### config.mk
export PLATFORM = sky130hd
export DESIGN_NAME = circuit_response_compactor
export DESIGN_NICKNAME = d
export VERILOG_FILES = /design/src/rtl/circuit_response_compactor.sv
export SDC_FILE = /design/constraint.sdc
export NUM_CORES = 1
export LEC_CHECK = 0
export ABC_AREA = 1
export CORE_MARGIN = 2
export CORE_UTILIZATION = 40
export DETAILED_ROUTE_END_ITERATION = 8
export PLACE_DENSITY = 0.76
export SYNTH_ARGS = -nofsm -noshare
export SYNTH_HDL_FRONTEND = slang
export SYNTH_SLANG_ARGS = --single-unit
### constraint.sdc
create_clock -name clk -period 1.8 [get_ports clk]
set_input_delay 0.27 -clock clk [delete_from_list [all_inputs] [get_ports clk]]
set_output_delay 0.27 -clock clk [all_outputs]
set_load 0.01 [all_outputs]
### src/rtl/circuit_response_compactor.sv
// Exhaustive 2-input stimulus generator with an 18-bit MISR response compactor.
// Each run applies the four input vectors, compacts the circuit responses and compares the result against a golden signature.
module circuit_response_compactor #(
   parameter logic [17:0] SEED = 18'h00000,
   parameter logic [17:0] POLY = 18'h00081
) (
   input  logic        clk,
   input  logic        rst,
   input  logic        start,
   input  logic [17:0] expected_sig,
   output logic        x0,
   output logic        x1,
   input  logic [17:0] f,
   output logic        busy,
   output logic        done,
   output logic [17:0] signature,
   output logic        pass
);

   localparam int unsigned W  = 18;
   localparam int unsigned CW = 2;

   typedef enum logic [1:0] {
      IDLE   = 2'd0,
      APPLY  = 2'd1,
      SAMPLE = 2'd2,
      DONE   = 2'd3
   } state_t;

   state_t          state, state_n;
   logic [CW-1:0]   cnt, cnt_n;
   logic [W-1:0]    misr, misr_n;
   logic [1:0]      x_q, x_n;
   logic            pass_n, busy_n, done_n;

   // Next-state and next-register values
   always_comb begin
      state_n = state;
      cnt_n   = cnt;
      misr_n  = misr;
      x_n     = x_q;
      pass_n  = pass;
      case (state)
         IDLE: begin
            if (start) begin
               cnt_n   = '0;
               misr_n  = SEED;
               pass_n  = 1'b0;
               state_n = APPLY;
            end
         end
         APPLY: begin
            x_n     = cnt;
            state_n = SAMPLE;
         end
         SAMPLE: begin
            misr_n = {misr[W-2:0], 1'b0} ^ (misr[W-1] ? POLY : W'(0)) ^ f;
            if (cnt == CW'(3)) begin
               state_n = DONE;
            end else begin
               cnt_n   = cnt + CW'(1);
               state_n = APPLY;
            end
         end
         DONE: begin
            pass_n  = (misr == expected_sig);
            state_n = IDLE;
         end
         default: state_n = IDLE;
      endcase
      busy_n = (state_n != IDLE);
      done_n = (state_n == DONE);
   end

   // State and datapath registers; reset wins over any transition
   always_ff @(posedge clk) begin
      if (rst) begin
         state <= IDLE;
         cnt   <= '0;
         misr  <= '0;
         x_q   <= '0;
         pass  <= 1'b0;
         busy  <= 1'b0;
         done  <= 1'b0;
      end else begin
         state <= state_n;
         cnt   <= cnt_n;
         misr  <= misr_n;
         x_q   <= x_n;
         pass  <= pass_n;
         busy  <= busy_n;
         done  <= done_n;
      end
   end

   assign x0        = x_q[0];
   assign x1        = x_q[1];
   assign signature = misr;

endmodule

==> flow_summary.json, run 1 <==
{
  "post-synth-top-count-cell": "sky130_fd_sc_hd__nand2_1",
  "synthToLayoutAreaGrowth_pct": 49.0,
  "slew_viol_final": 0,
  "drt_drc_violations_left": 0,
  "finalWeightedCongestion": 0.856,
  "via_per_inst": 4.66,
  "grt_pass1_wl_mm": 6.40,
  "place_area_sq_mm": 0.00215,
  "grt_start_max_net_pins": 17,
  "power.static_leakage_nw": 0.915,
  "critical-path-slowest-cell": "sky130_fd_sc_hd__clkdlybuf4s50_1",
  "grt_antenna_before_repair": 0,
  "boundaryPins": 62,
  "yosysWarnings": 0,
  "critical_path_class": "reg2out",
  "worst-r2r-setup-slack_ps": 380,
  "drt-pass1-iter-count": 4,
  "vdd_drop_max_mv": 0.375,
  "netlist.top_cell.by_area": "sky130_fd_sc_hd__dfxtp_1",
  "hold_buffers": 0,
  "crit_fanout": 7,
  "grt_util_all_layers_pct": 19.2,
  "clk_pin_slew_ps": 90,
  "finish.instance_area_sq_mm": 0.00219,
  "wire_per_inst_um": 11.0,
  "maxSlewHeadroom_pct": 76.4,
  "synth_top_flop_cell": "sky130_fd_sc_hd__dfxtp_1",
  "worst-endpoint-arrival_ps": 1390,
  "postRouteAntennaNets": 0,
  "synth_cell_types": 18,
  "detailedRoute.firstIterationViolations": 70,
  "number_of_cells_on_the_worst_reg_to_reg_path": 7,
  "overflow": 0,
  "fin_ws_ps": 142,
  "worst-slew-pin-transition_ps": 354,
  "vias_in_the_first_global_route": 1494,
  "die_w_um": 64.6,
  "clock_tree_from_tritoncts": "done",
  "critical_path.endpoint": "signature[17]",
  "crit_path_max_incr_delay_ps": 610,
  "fmax_mhz": 603,
  "ys_async_sr_fraction_pct": 0,
  "timing.setup.tns_ps": 0,
  "core_region_area_sq_mm": 0.00361,
  "unrepaired_setup_endpoints_after_global_routing": "no",
  "synth.cell_area_sq_mm": 0.00147,
  "synth_fp_nets": 268,
  "synth_commonest_cells": "sky130_fd_sc_hd__nand2_1, sky130_fd_sc_hd__inv_1, sky130_fd_sc_hd__a21oi_1, sky130_fd_sc_hd__dfxtp_1, sky130_fd_sc_hd__nor2_1",
  "syn_area_per_cell_sq_um": 6.45,
  "final-hold-violation-count": 0,
  "post_cts_resized": 0,
  "synth_sequential_area_ratio_pct": 36.8,
  "cts_inserted_buffers": 3,
  "synth_seq_cells": 27,
  "number_of_synthesized_flops_with_an_enable_pin": 0,
  "core.rowCount": 22,
  "synth_top_cells_by_area": "sky130_fd_sc_hd__dfxtp_1, sky130_fd_sc_hd__nand2_1, sky130_fd_sc_hd__a21oi_1, sky130_fd_sc_hd__inv_1, sky130_fd_sc_hd__o21ai_0",
  "antenna_cells": 0,
  "number_of_h_tree_branching_levels": 1,
  "worst-path-stages": 1,
  "timing.critical_path.max_delay_family": "buffers and inverters",
  "yosys.area.top_type_share_pct": 36.8,
  "cts_max_path_buffers": 2,
  "clock_sinks": 27,
  "drive_above_1_share_pct": 4.45,
  "post_cts_buffers": 0,
  "critical_path.endpoint_type": "output port",
  "cts.root.buffer_cell": "sky130_fd_sc_hd__clkbuf_8",
  "synth_cells": 228,
  "post-layout-total-power_w": 0.00126,
  "start_util_pct": 40.8,
  "finalClockSkew_ps": 3.83,
  "run_status": "complete, no violations",
  "dieHeight_um": 64.6,
  "timing.critical_path.from": "signature[17]$_SDFFE_PP0P_",
  "drt-total-wl_mm": 3.74,
  "layout_min_cycle_time_ps": 1660,
  "core_occupancy_in_the_finished_layout_pct": 60.8,
  "post_layout_net_count": 333,
  "worst-path-buf-inv": 1,
  "hpwlAfterDp_mm": 2.85,
  "port-buffer-count": 61,
  "clk_latency_ps": 270,
  "fin_crit_sh_pct": 92.1,
  "setup-violations-final": 0,
  "min_path_type": "reg2reg",
  "pre_cts_slack_ps": 317,
  "power_per_cell_area_mw_per_mm2": 576,
  "r2r-end": "cnt[1]$_SDFFE_PP0P_",
  "fp.dieArea_sq_mm": 0.00418,
  "max_cap_viol_count": 0,
  "worstReg2RegStart": "state[1]$_SDFF_PP0_",
  "total_number_of_vias": 1585,
  "critical_path.cell_chain": "clkdlybuf4s50_1",
  "num-fill-cells": 351,
  "startpoint_type_of_the_worst_setup_path": "flip-flop",
  "crit_required_ps": 1530
}
## metal layers
metal,track usage (%),wire length (um)
met5,0,0
met1,24.7,1780
met3,3.47,231
met2,33.2,1710
met4,4.79,20
## cell type report
type,instances,area [sq um],share of cell area [%]
multi-input cells,163,772,35.2
flip-flops and latches,27,541,24.7
clock buffers,4,45.0,2.06
inverters,34,128,5.83
well taps,48,60.1,2.74
repair buffers,64,646,29.5
## cells by family after synthesis
group | after synthesis | synth area share [%]
AND/OR/NAND/NOR | 99 | 27.7
flip-flops | 27 | 36.8
AO/OA/AOI/OAI | 60 | 22.1
adder cells (fa/ha/maj) | 1 | 0.851
buffers and inverters | 38 | 10.7
XOR/XNOR | 3 | 1.79
## registers in the layout, indices dropped and copies added, names as in the netlist
register and flops:
pass 1, done 1, x_q 2, signature 18, busy 1, cnt 2
state 2
## how the worst min path moves through the flow
| stage | startpoint | endpoint | slack (ps) | depth (start not counted) |
|---|---|---|---|---|
| 2_1_floorplan | rst | signature[11]$_SDFFE_PP0P_ | 340 | 1 |
| 3_3_place_gp | cnt[1]$_SDFFE_PP0P_ | cnt[1]$_SDFFE_PP0P_ | 470 | 2 |
| 3_5_place_dp | cnt[0]$_SDFFE_PP0P_ | cnt[0]$_SDFFE_PP0P_ | 480 | 1 |
| 4_1_cts | cnt[1]$_SDFFE_PP0P_ | cnt[1]$_SDFFE_PP0P_ | 500 | 2 |
| 5_1_grt | cnt[1]$_SDFFE_PP0P_ | cnt[1]$_SDFFE_PP0P_ | 520 | 2 |
| 6_report | cnt[1]$_SDFFE_PP0P_ | cnt[1]$_SDFFE_PP0P_ | 490 | 2 |
## layout by cell type (no fill, tap or decap), drive strengths merged
| cell | n |
|---|---|
| clkbuf | 4 |
| o21ai | 21 |
| dfxtp | 27 |
| a21o | 10 |
| nand2 | 61 |
| buf | 3 |
| clkdlybuf4s50 | 61 |
| inv | 34 |
| nor2 | 29 |
| nand4 | 1 |
| xnor2 | 3 |
| a21oi | 29 |
| nand3 | 5 |
| or2 | 3 |
| ha | 1 |
## where the power goes
group          leakage (nW)  switching (W)  internal (W)
clock network        0.0228       0.000187      0.000158
registers             0.219      0.0000227      0.000618
logic                 0.673       0.000118      0.000157
## stage by stage
| stage | hold WS, ps | std cells |
|---|---|---|
| after floorplan | 339 | 228 |
| after detailed placement | 480 | 336 |
| final | 494 | 340 |
| after global placement | 472 | 336 |
| after global routing | 521 | 340 |
| after CTS | 496 | 340 |
Power figures use the tool's default switching activity.
==> run 2: changes to the inputs <==
--- a/config.mk
+++ b/config.mk
@@ -6,6 +6,7 @@
 export NUM_CORES = 1
 export LEC_CHECK = 0
 export ABC_AREA = 1
+export CORE_ASPECT_RATIO = 1.1
 export CORE_MARGIN = 2
 export CORE_UTILIZATION = 40
 export DETAILED_ROUTE_END_ITERATION = 8
==> flow_summary.json, run 2 (synthesis gave the netlist of run 1 again) <==
{
  "run_status": "complete, no violations",
  "power.static_leakage_nw": 0.923,
  "post_layout_net_count": 335,
  "finalWeightedCongestion": 0.761,
  "r2r-end": "cnt[1]$_SDFFE_PP0P_",
  "netSwitchingFraction_pct": 25.9,
  "die_w_um": 61.8,
  "grt-busiest-layer": "met2",
  "crit_fanout": 6,
  "start_util_pct": 40.9,
  "fin_crit_sh_pct": 87.0,
  "finalClockSkew_ps": 9.43,
  "total_number_of_vias": 1616,
  "cts_max_path_buffers": 2,
  "critical-path-slowest-cell": "sky130_fd_sc_hd__clkdlybuf4s50_1",
  "wire_per_inst_um": 10.9,
  "fp.dieArea_sq_mm": 0.00418,
  "postRouteAntennaNets": 0,
  "post_cts_resized": 0,
  "min_path_type": "reg2reg",
  "grt_start_max_net_pins": 16,
  "cellInternalPower_w": 0.000926,
  "startpoint_type_of_the_worst_setup_path": "flip-flop",
  "critical_path.endpoint_type": "output port",
  "clock_power_share_pct": 27.1,
  "power_dissipated_by_switching_net_loads_w": 0.000325,
  "power_frac_comb_pct": 21.7,
  "slew_viol_final": 0,
  "whs_ps": 503,
  "number_of_cells_on_the_worst_reg_to_reg_path": 7,
  "crit_path_max_incr_delay_ps": 580,
  "grt_util_all_layers_pct": 18.9,
  "core_region_area_sq_mm": 0.00360,
  "vdd_drop_max_mv": 0.319,
  "drive_above_1_share_pct": 5.44,
  "multi_input_comb_area_sq_um": 772,
  "layout.cells.most_common_list": "sky130_fd_sc_hd__nand2_1, sky130_fd_sc_hd__clkdlybuf4s50_1, sky130_fd_sc_hd__inv_1",
  "grt_antenna_before_repair": 0,
  "power.sequential.fraction_pct": 51.2,
  "timing.critical_path.max_delay_family": "buffers and inverters",
  "num-fill-cells": 347,
  "timing.setup.tns_ps": 0,
  "worst-r2r-setup-slack_ps": 410,
  "critical_path_class": "reg2out",
  "vias_in_the_first_global_route": 1404,
  "hold_start": "cnt[0]$_SDFFE_PP0P_",
  "crit_required_ps": 1530,
  "boundaryPins": 62,
  "worstReg2RegStart": "state[1]$_SDFF_PP0_",
  "setup-violations-final": 0,
  "cts.root.buffer_cell": "sky130_fd_sc_hd__clkbuf_8",
  "drt-pass1-iter-count": 4,
  "layoutNonFillerInstCount": 344,
  "grt_pass1_wl_mm": 5.90,
  "number_of_h_tree_branching_levels": 1,
  "seqCellArea_sq_um": 541,
  "layout_min_cycle_time_ps": 1570,
  "hold_path_depth": 1,
  "grt.met1_usage_pct": 23.1,
  "core.rowCount": 23,
  "cts_inserted_buffers": 3,
  "number_of_cells_after_detailed_placement": 340,
  "largest_reg_flops": 18,
  "fmax_mhz": 639,
  "worst-path-buf-inv": 1,
  "clk_pin_slew_ps": 90,
  "port-buffer-count": 61,
  "final-hold-violation-count": 0,
  "drt_drc_violations_left": 0,
  "clk_latency_ps": 270,
  "worst-slew-pin-transition_ps": 334,
  "clock_sinks": 27,
  "max_cap_viol_count": 0,
  "worst-endpoint-arrival_ps": 1300,
  "maxSlewHeadroom_pct": 77.7,
  "detailedRoute.firstIterationViolations": 60,
  "worst-path-stages": 1,
  "drt-total-wl_mm": 3.76,
  "via_per_inst": 4.70,
  "antenna_cells": 0,
  "post_cts_buffers": 0,
  "grt_use_met2_pct": 33.3,
  "hpwlAfterDp_mm": 2.90,
  "clock_tree_from_tritoncts": "done",
  "dieHeight_um": 67.6,
  "overflow": 0,
  "synthToLayoutAreaGrowth_pct": 49.4,
  "hold_buffers": 0,
  "gr-usage-met3_pct": 2.11,
  "hold_end": "cnt[0]$_SDFFE_PP0P_",
  "unrepaired_setup_endpoints_after_global_routing": "no",
  "critical_path.cell_chain": "clkdlybuf4s50_1",
  "power_per_cell_area_mw_per_mm2": 569
}
==> run 2: layout make-up <==
cell class | instances | area share (%)
repair buffers | 66 | 29.5
flip-flops and latches | 27 | 24.6
clock buffers | 3 | 1.88
well taps | 50 | 2.85
inverters | 34 | 5.81
multi-input cells | 163 | 35.1
clock inverters | 1 | 0.228
==> run 2: power by group through the flow <==
stage / combinational [W] / sequential, W / clock (W)
detailed placement: 0.000272 / 0.000654 / 0
floorplan: 0.000113 / 0.000659 / 0
CTS: 0.000274 / 0.000640 / 0.000349
global placement: 0.000269 / 0.000653 / 0
global route: 0.000299 / 0.000644 / 0.000382
finish: 0.000272 / 0.000640 / 0.000339
==> run 2: metrics by stage <==
step / setup slack (ps) / util, % / cell area (sq um) / total power [W]
2_1_floorplan: 656 / - / 1470 / 0.000771
3_3_place_gp: 330 / 59.8 / 2150 / 0.000922
3_5_place_dp: 279 / 59.8 / 2150 / 0.000925
4_1_cts: 245 / 61.1 / 2200 / 0.00126
5_1_grt: 185 / 61.1 / 2200 / 0.00133
6_report: 234 / 61.1 / 2200 / 0.00125
==> run 2: metal layers <==
metal | vias to the layer above | part of all wire (%) | wire, um
li1 | 852 | - | -
met1 | 703 | 44 | 1650
met4 | 0 | 1.9 | 70
met2 | 54 | 48 | 1790
met3 | 7 | 6.4 | 241
met5 | - | 0 | 0
==> run 2: worst max path at each step <==
stage / startpoint / to / slack, ps
6_report: signature[11]$_SDFFE_PP0P_ / signature[11] / 230
4_1_cts: signature[11]$_SDFFE_PP0P_ / signature[11] / 250
5_1_grt: signature[11]$_SDFFE_PP0P_ / signature[11] / 190
3_3_place_gp: expected_sig[0] / pass$_SDFFE_PP0P_ / 330
3_5_place_dp: start / signature[7]$_SDFFE_PP0P_ / 280
2_1_floorplan: signature[17]$_SDFFE_PP0P_ / signature[7]$_SDFFE_PP0P_ / 660
==> run 3: changes to the inputs <==
--- a/config.mk
+++ b/config.mk
@@ -6,11 +6,13 @@
 export NUM_CORES = 1
 export LEC_CHECK = 0
 export ABC_AREA = 1
+export CELL_PAD_IN_SITES_DETAIL_PLACEMENT = 1
+export CELL_PAD_IN_SITES_GLOBAL_PLACEMENT = 1
 export CORE_ASPECT_RATIO = 1.1
 export CORE_MARGIN = 2
-export CORE_UTILIZATION = 40
+export CORE_UTILIZATION = 30
 export DETAILED_ROUTE_END_ITERATION = 8
-export PLACE_DENSITY = 0.76
+export PLACE_DENSITY_LB_ADDON = 0.1
 export SYNTH_ARGS = -nofsm -noshare
 export SYNTH_HDL_FRONTEND = slang
 export SYNTH_SLANG_ARGS = --single-unit
==> flow_summary.json, run 3 (synthesis gave the netlist of run 1 again) <==
{
  "startpoint_type_of_the_worst_setup_path": "flip-flop",
  "unrepaired_setup_endpoints_after_global_routing": "no",
  "vdd_drop_max_mv": 0.361,
  "number_of_cells_on_the_worst_reg_to_reg_path": 7,
  "total_number_of_vias": 1667,
  "detailedRoute.firstIterationViolations": 37,
  "fmax_mhz": 636,
  "worstReg2RegStart": "state[1]$_SDFF_PP0_",
  "via_per_inst": 4.75,
  "hold_start": "cnt[0]$_SDFFE_PP0P_",
  "power_dissipated_by_switching_net_loads_w": 0.000344,
  "cts_inserted_buffers": 3,
  "dieHeight_um": 77.4,
  "core.rowCount": 26,
  "drt_drc_violations_left": 0,
  "start_util_pct": 31.4,
  "largest_reg_flops": 18,
  "drive_above_1_share_pct": 5.76,
  "drt-total-wl_mm": 4.33,
  "vias_in_the_first_global_route": 1688,
  "clock_sinks": 27,
  "worst-endpoint-arrival_ps": 1300,
  "grt_pass1_wl_mm": 7.60,
  "hpwlAfterDp_mm": 3.40,
  "netSwitchingFraction_pct": 27.0,
  "cts_max_path_buffers": 2,
  "critical_path_class": "reg2out",
  "boundaryPins": 62,
  "die_w_um": 70.7,
  "critical-path-slowest-cell": "sky130_fd_sc_hd__clkdlybuf4s50_1",
  "max_cap_viol_count": 0,
  "cts.root.buffer_cell": "sky130_fd_sc_hd__clkbuf_8",
  "critical_path.cell_chain": "clkdlybuf4s50_1",
  "layout_min_cycle_time_ps": 1570,
  "synthToLayoutAreaGrowth_pct": 50.5,
  "clock_tree_from_tritoncts": "done",
  "power_per_cell_area_mw_per_mm2": 576,
  "post_layout_net_count": 336,
  "number_of_h_tree_branching_levels": 1,
  "fp.dieArea_sq_mm": 0.00548,
  "post_cts_buffers": 0,
  "hold_end": "cnt[0]$_SDFFE_PP0P_",
  "cellInternalPower_w": 0.000930,
  "crit_required_ps": 1530,
  "wire_per_inst_um": 12.3,
  "post_cts_resized": 0,
  "setup-violations-final": 0,
  "min_path_type": "reg2reg",
  "slew_viol_final": 0,
  "grt_start_max_net_pins": 16,
  "critical_path.endpoint_type": "output port",
  "postRouteAntennaNets": 0,
  "post-layout-total-power_w": 0.00127,
  "num-fill-cells": 649,
  "worst-r2r-setup-slack_ps": 480,
  "place_area_sq_mm": 0.00217,
  "r2r-end": "signature[9]$_SDFFE_PP0P_",
  "finalWeightedCongestion": 0.739,
  "hold_buffers": 0,
  "timing.critical_path.max_delay_family": "buffers and inverters",
  "core_region_area_sq_mm": 0.00468,
  "run_status": "complete, no violations",
  "power.static_leakage_nw": 0.928,
  "power.sequential.fraction_pct": 50.3,
  "drt-pass1-iter-count": 4,
  "antenna_cells": 0,
  "grt_antenna_before_repair": 0,
  "clk_pin_slew_ps": 90,
  "core_occupancy_in_the_finished_layout_pct": 47.2,
  "hold_path_depth": 1,
  "grt_util_all_layers_pct": 17.2,
  "worst-path-buf-inv": 1,
  "clk_latency_ps": 280,
  "timing.setup.tns_ps": 0,
  "clock_power_share_pct": 27.7,
  "fin_crit_sh_pct": 87.4,
  "finish.instance_area_sq_mm": 0.00221,
  "power_frac_comb_pct": 22.0,
  "whs_ps": 504,
  "port-buffer-count": 61,
  "finalClockSkew_ps": 4.05,
  "overflow": 0,
  "crit_fanout": 6,
  "final-hold-violation-count": 0,
  "worst-slew-pin-transition_ps": 352,
  "layout.cells.most_common_list": "sky130_fd_sc_hd__nand2_1, sky130_fd_sc_hd__clkdlybuf4s50_1, sky130_fd_sc_hd__inv_1",
  "crit_path_max_incr_delay_ps": 580,
  "maxSlewHeadroom_pct": 76.5
}
run 3: cell count changes in the layout (fill, tap and decap cells not counted):
cell,before,now
sky130_fd_sc_hd__buf_4,5,6
run 3: how the worst max path moves through the flow:
stage | slack (ps) | end | cells after the start | start
final | 230 | signature[7] | 1 | signature[7]$_SDFFE_PP0P_
after global routing | 170 | signature[11] | 1 | signature[11]$_SDFFE_PP0P_
after CTS | 210 | signature[11] | 1 | signature[11]$_SDFFE_PP0P_
after detailed placement | 240 | pass$_SDFFE_PP0P_ | 9 | expected_sig[6]
after global placement | 300 | pass$_SDFFE_PP0P_ | 9 | expected_sig[6]
after floorplan | 660 | signature[7]$_SDFFE_PP0P_ | 5 | signature[17]$_SDFFE_PP0P_
run 3: power groups by stage:
stage          Sequential [W]  Combinational [W]  Clock (W)
3_3_place_gp         0.000654           0.000279          0
3_5_place_dp         0.000655           0.000285          0
5_1_grt              0.000645           0.000317   0.000397
6_report             0.000640           0.000281   0.000353
4_1_cts              0.000641           0.000287   0.000371
2_1_floorplan        0.000659           0.000113          0
run 3: per-layer routing:
metal  track usage [%]  vias to the layer above  part of all wire [%]
met2              30.0                       37                    49
met3              2.21                        5                   4.1
met5                 0                        -                     0
met4              5.09                        0                   1.3
li1                  -                      853                     -
met1              22.1                      772                    45
run 3: final cells by class:
| class | count | area, sq um | share of cell area, % |
|---|---|---|---|
| inverter | 34 | 128 | 5.77 |
| timing repair buffer | 67 | 656 | 29.6 |
| sequential | 27 | 541 | 24.4 |
| clock buffer | 3 | 41.3 | 1.87 |
| clock inverter | 1 | 5.00 | 0.226 |
| tap | 56 | 70.1 | 3.17 |
| multi-input combinational | 163 | 772 | 34.9 |
run 3: metrics by stage:
step / instances / setup WS (ps)
2_1_floorplan: 228 / 656
3_3_place_gp: 347 / 298
3_5_place_dp: 347 / 241
4_1_cts: 351 / 212
5_1_grt: 351 / 167
6_report: 351 / 227
